**config.mk**
```make
export PLATFORM = sky130hd
export DESIGN_NAME = program_loader
export DESIGN_NICKNAME = d
export VERILOG_FILES = /design/src/rtl/program_loader.sv
export SDC_FILE = /design/constraint.sdc
export NUM_CORES = 1
export LEC_CHECK = 0
export CAP_MARGIN = 25
export CORE_MARGIN = 1
export CORE_UTILIZATION = 42
export DETAILED_ROUTE_END_ITERATION = 16
export GPL_TIMING_DRIVEN = 0
export HOLD_SLACK_MARGIN = 0.05
export PLACE_DENSITY = 0.85
export SETUP_SLACK_MARGIN = 0.5
export SYNTH_ARGS = -nofsm -noshare
export SYNTH_HDL_FRONTEND = slang
export SYNTH_SLANG_ARGS = --single-unit
```
**constraint.sdc**
```tcl
create_clock -name clk -period 2.7 [get_ports clk]
set_input_delay 0.81 -clock clk [delete_from_list [all_inputs] [get_ports clk]]
set_output_delay 0.81 -clock clk [all_outputs]
set_load 0.02 [all_outputs]
```
**src/rtl/program_loader.sv**
```systemverilog
// Streams a program image into imem/dmem, seeds SP and LR through the register-file
// write port, releases the CPU and halts it once its PC leaves the loaded image.
module program_loader #(
  parameter int unsigned ADDR_WIDTH = 20,
  parameter logic [31:0] SP_INIT    = 32'h003F_FFFC,
  parameter logic [31:0] LR_INIT    = 32'h0040_0000
) (
  input  logic                  clk,
  input  logic                  reset,
  input  logic                  s_valid,
  output logic                  s_ready,
  input  logic [31:0]           s_data,
  input  logic                  s_last,
  output logic                  mem_we,
  output logic [31:0]           mem_addr,
  output logic [31:0]           mem_wdata,
  output logic                  reg_we,
  output logic [3:0]            reg_addr,
  output logic [31:0]           reg_wdata,
  output logic                  cpu_reset,
  input  logic [31:0]           cpu_pc,
  output logic [ADDR_WIDTH:0]   word_count,
  output logic                  done,
  output logic                  error
);

  typedef enum logic [2:0] {
    S_LOAD,
    S_SET_SP,
    S_SET_LR,
    S_RUN,
    S_HALT,
    S_ERROR
  } state_e;

  localparam logic [ADDR_WIDTH:0] COUNT_FULL = {1'b1, {ADDR_WIDTH{1'b0}}};
  localparam logic [ADDR_WIDTH:0] COUNT_ONE  = {{ADDR_WIDTH{1'b0}}, 1'b1};
  localparam logic [3:0]          REG_SP     = 4'd13;
  localparam logic [3:0]          REG_LR     = 4'd14;

  state_e                state_q, state_d;
  logic [ADDR_WIDTH:0]   word_count_q, word_count_d;
  logic                  s_ready_q, s_ready_d;
  logic                  mem_we_q, mem_we_d;
  logic [31:0]           mem_addr_q, mem_addr_d;
  logic [31:0]           mem_wdata_q, mem_wdata_d;
  logic                  reg_we_q, reg_we_d;
  logic [3:0]            reg_addr_q, reg_addr_d;
  logic [31:0]           reg_wdata_q, reg_wdata_d;
  logic                  cpu_reset_q, cpu_reset_d;
  logic                  pc_check_q, pc_check_d;
  logic                  done_q, done_d;
  logic                  error_q, error_d;
  logic [31:0]           image_end;

  // Byte address one past the last loaded word; also the next write address.
  assign image_end = 32'({word_count_q, 2'b00});

  always_comb begin
    // NOTE: every _d gets a default first so no path through the case infers a latch.
    state_d      = state_q;
    word_count_d = word_count_q;
    s_ready_d    = 1'b0;
    mem_we_d     = 1'b0;
    mem_addr_d   = mem_addr_q;
    mem_wdata_d  = mem_wdata_q;
    reg_we_d     = 1'b0;
    reg_addr_d   = reg_addr_q;
    reg_wdata_d  = reg_wdata_q;
    cpu_reset_d  = cpu_reset_q;
    pc_check_d   = pc_check_q;
    done_d       = done_q;
    error_d      = error_q;

    unique case (state_q)
      S_LOAD: begin
        s_ready_d = 1'b1;
        if (s_valid && s_ready_q) begin
          if (word_count_q == COUNT_FULL) begin
            state_d   = S_ERROR;
            error_d   = 1'b1;
            s_ready_d = 1'b0;
          end else begin
            mem_we_d     = 1'b1;
            mem_addr_d   = image_end;
            mem_wdata_d  = s_data;
            word_count_d = word_count_q + COUNT_ONE;
            if (s_last) begin
              state_d   = S_SET_SP;
              s_ready_d = 1'b0;
            end
          end
        end
      end
      // Register writes are issued one cycle after the state that owns them, so the
      // final image write and the SP write never share a cycle.
      S_SET_SP: begin
        reg_we_d    = 1'b1;
        reg_addr_d  = REG_SP;
        reg_wdata_d = SP_INIT;
        state_d     = S_SET_LR;
      end
      S_SET_LR: begin
        reg_we_d    = 1'b1;
        reg_addr_d  = REG_LR;
        reg_wdata_d = LR_INIT;
        state_d     = S_RUN;
      end
      S_RUN: begin
        if (cpu_reset_q) begin
          cpu_reset_d = 1'b0;
        end else if (!pc_check_q) begin
          // First released cycle: the CPU PC still holds its reset value.
          pc_check_d = 1'b1;
        end else if (cpu_pc >= image_end) begin
          state_d     = S_HALT;
          cpu_reset_d = 1'b1;
          done_d      = 1'b1;
        end
      end
      S_HALT:  state_d = S_HALT;
      S_ERROR: state_d = S_ERROR;
      default: state_d = S_LOAD;
    endcase
  end

  always_ff @(posedge clk or negedge reset) begin
    if (!reset) begin
      state_q      <= S_LOAD;
      word_count_q <= '0;
      s_ready_q    <= 1'b0;
      mem_we_q     <= 1'b0;
      mem_addr_q   <= '0;
      mem_wdata_q  <= '0;
      reg_we_q     <= 1'b0;
      reg_addr_q   <= '0;
      reg_wdata_q  <= '0;
      cpu_reset_q  <= 1'b1;
      pc_check_q   <= 1'b0;
      done_q       <= 1'b0;
      error_q      <= 1'b0;
    end else begin
      // NOTE: non-blocking updates so every register samples the pre-edge values.
      state_q      <= state_d;
      word_count_q <= word_count_d;
      s_ready_q    <= s_ready_d;
      mem_we_q     <= mem_we_d;
      mem_addr_q   <= mem_addr_d;
      mem_wdata_q  <= mem_wdata_d;
      reg_we_q     <= reg_we_d;
      reg_addr_q   <= reg_addr_d;
      reg_wdata_q  <= reg_wdata_d;
      cpu_reset_q  <= cpu_reset_d;
      pc_check_q   <= pc_check_d;
      done_q       <= done_d;
      error_q      <= error_d;
    end
  end

  assign s_ready    = s_ready_q;
  assign mem_we     = mem_we_q;
  assign mem_addr   = mem_addr_q;
  assign mem_wdata  = mem_wdata_q;
  assign reg_we     = reg_we_q;
  assign reg_addr   = reg_addr_q;
  assign reg_wdata  = reg_wdata_q;
  assign cpu_reset  = cpu_reset_q;
  assign word_count = word_count_q;
  assign done       = done_q;
  assign error      = error_q;

endmodule

```
==> flow_metrics.tcl <==
set metrics [dict create \
    yosys_register_bits 87 \
    powerDensity_nw_per_um2 344.6 \
    synthFlopType "dfrtp_1" \
    critPathArrivalTime_ns 2.52 \
    final_nets 768 \
    areaGrowthSynthToFinish_pct 55.48 \
    grt_overflow_total 0 \
    setup_viol 0 \
    synth.area.top_cells "dfrtp_1 (49%), nand2_1 (11%), buf_4 (7.6%)" \
    total_power_w 0.002336 \
    grt_pass1_vias 3964 \
    hold_path_class "primary input to async pin" \
    grtUsageTotal_pct 22.64 \
    antenna_cells 0 \
    setup_tns_ns 0 \
    crit_chain "clkdlybuf4s50_1 -> nor4_2 -> nand3_1 -> a221oi_2 -> o2111ai_4 -> o211ai_1" \
    syn_avg_cell_area_um2 9.456 \
    root_buffer "clkbuf_8" \
    startpoint_type "primary input" \
    drt_iter0_markers 160 \
    yosysUniqueCellTypes 48 \
    cts.sinks 87 \
    status "completed" \
    ios 195 \
    syn-instance-count 461 \
    via_per_inst 4.836 \
    crit_path_end_kind "flip-flop" \
    cts_max_level 3 \
    skew_ns 0.01090 \
    seq_area_frac_synth_pct 49.97 \
    die_area_um2 10790 \
    ir_worst_vdd_v 0.0002137 \
    required_ns 2.95 \
    fin_crit_ns 2.272 \
    clockBufferDepth 2 \
    worstSkewPairLatency_ns 0.35 \
    core_um2 9910 \
    cts-hold-fix-buffers 0 \
    max_freq_mhz 440.1 \
    cts_tree "built" \
    wirelength_um 12220 \
    fillers 794 \
    vias 3932 \
    initial_core_util_pct 43.99 \
    synth_top_area_cell "dfrtp_1" \
    finalMaxSlewViolations 0 \
    ant_nets 0 \
    drive_gt1_share_pct 21.18 \
    synth-async-reset-ratio_pct 100.0 \
    ys_warn_count 0 \
    slowest_delay_ns 0.44 \
    port_buffers 172 \
    fin_crit_sh_pct 84.15 \
    die_h_um 103.9 \
    synth_edf_count 0 \
    crit_slowest_cell "clkdlybuf4s50_1" \
    grt_pass1_wl_um 19310 \
    die_w_um 103.9 \
    first_pass_iters 4 \
    clkTransAtPathRegs_ns 0.08 \
    finalNonFillerCells 813 \
    cts_made_buffers 9 \
    timing.critical_path.buf_inv 1 \
    rows 36 \
    max_cap_violations 0 \
    wl_per_cell_um 15.02 \
    critical_path_class "primary input to flip-flop" \
    dp_hpwl_um 8932 \
    syn_area_um2 4359 \
    numPlacedInstances 788 \
    grt_antenna_before_repair 0 \
    grt_max_degree 62 \
    drc 0 \
    cp_max_fo 5 \
    rsz0062_at_grt "yes" \
    p_leak_nw 3.281 \
    finalHoldViolations 0 \
    gp_congestion 0.8477 \
    yosysTopAreaCellShare_pct 49.37 \
    path_delay_family "compound AO/OA/AOI/OAI gates" \
]
[final timing paths]
kind | cells after the start | to | startpoint | slack (ns)
min | 1 | mem_wdata[13]$_DFFE_PN0P_ | reset | 0.38
min in group clk | 1 | done$_DFFE_PN0P_ | done$_DFFE_PN0P_ | 0.46
max in group asynchronous | 2 | cpu_reset$_DFFE_PN1N_ | reset | 1.65
max reg2reg | 8 | word_count[12]$_DFFE_PN0P_ | word_count[0]$_DFFE_PN0P_ | 0.63
max | 6 | state_q[0]$_DFFE_PN0P_ | cpu_pc[31] | 0.43
min reg2reg | 1 | done$_DFFE_PN0P_ | done$_DFFE_PN0P_ | 0.46
[Yosys cell counts (4+ instances only)]
| master | count |
|---|---|
| dfrtp_1 | 86 |
| nand3_1 | 4 |
| o21ai_0 | 30 |
| a21oi_1 | 8 |
| clkbuf_1 | 7 |
| buf_4 | 44 |
| nor4_1 | 11 |
| nand4_1 | 4 |
| xnor2_1 | 19 |
| ha_1 | 23 |
| inv_1 | 22 |
| buf_2 | 8 |
| nand2_1 | 131 |
| nor2_1 | 15 |
[sequential cells by signal (all words and copies together) (netlist names)]
signal and cells:
mem_addr 21, reg_we 1, cpu_reset 1, s_ready 1
word_count 21, reg_addr 3, pc_check_q 1, error 1
state_q 3, done 1, mem_we 1, mem_wdata 32
[report_power, final]
group,internal [W],leakage [nW],switching [W]
logic,0.000125,2.09,0.0000996
registers,0.00130,1.11,0.000000348
clock network,0.000375,0.0854,0.000433
total,0.00180,3.28,0.000533
[placed cells by master, fill, tap and decap left out, types with 3 or more instances in the layout]
cell / synthesis / routed
nand2_1: 131 / 129
clkdlybuf4s50_1: 0 / 107
dfrtp_1: 86 / 83
buf_4: 44 / 58
o21ai_0: 30 / 28
dlygate4sd2_1: 0 / 24
conb_1: 1 / 22
inv_1: 22 / 19
clkbuf_2: 0 / 19
xnor2_1: 19 / 19
dlymetal6s2s_1: 0 / 15
nor2_1: 15 / 14
ha_1: 23 / 13
clkbuf_8: 0 / 11
clkdlybuf4s15_1: 0 / 9
nor4_1: 11 / 8
ha_4: 0 / 8
clkbuf_1: 7 / 6
inv_2: 2 / 5
a21oi_1: 8 / 4
nand3_1: 4 / 4
nand4_1: 4 / 4
a21oi_2: 0 / 4
o21bai_1: 3 / 3
nor3_1: 3 / 3
o21ai_2: 0 / 3
buf_2: 8 / 3
a21o_1: 3 / 3
nor4_2: 1 / 3
and3_1: 3 / 3
dfrtp_2: 0 / 3
[per-layer routing]
metal | vias to the layer above | GRT usage (%) | wire (um)
li1 | 1880 | - | -
met1 | 1862 | 27.20 | 4969
met2 | 160 | 38.90 | 6113
met3 | 30 | 4.198 | 734
met4 | 0 | 11.33 | 397
met5 | - | 0 | 0
[repair_timing]
action | in CTS | in global routing
setup endpoints to repair | 104 | 97
resized for setup | 81 | 77
cloned | 0 | 0
setup buffers | 6 | 5
pin swaps | 29 | 23
[metrics by stage]
step	area, um2	setup slack (ns)	util [%]	hold slack (ns)
final	6778	0.4278	68.40	0.3765
after global routing	6778	0.3282	68.40	0.3858
after CTS	6654	0.3155	67.15	0.3737
after detailed placement	6351	-0.1733	64.09	0.4484
after global placement	6326	-2.216	63.84	0.4433
after floorplan	4438	0.5390	-	0.4348
[cell families (layout without fill, tap and decap cells)]
family                     after synthesis  after routing  share of synthesized area [%]
and+or+nand+nor                        190            190                          20.06
AOI/OAI and AO/OA                       57             57                          8.209
other                                    1             22                        0.08603
DFF                                     87             87                          49.97
xor gates and xnor gates                19             19                          3.817
adders and majority gates               23             23                          6.602
buffers and inverters                   84            282                          11.25
[layout make-up]
| cell class | count | area (um2) | share of cell area (%) |
|---|---|---|---|
| well taps | 133 | 166.4 | 2.455 |
| repair buffers | 184 | 1769 | 26.10 |
| clock buffers | 13 | 158.9 | 2.344 |
| plain buffers | 59 | 416.7 | 6.147 |
| multi-input cells | 311 | 1982 | 29.24 |
| inverters | 25 | 97.59 | 1.440 |
| clock inverters | 1 | 5.005 | 0.07384 |
| flip-flops and latches | 87 | 2182 | 32.19 |
(Power assumes the default switching activity.)
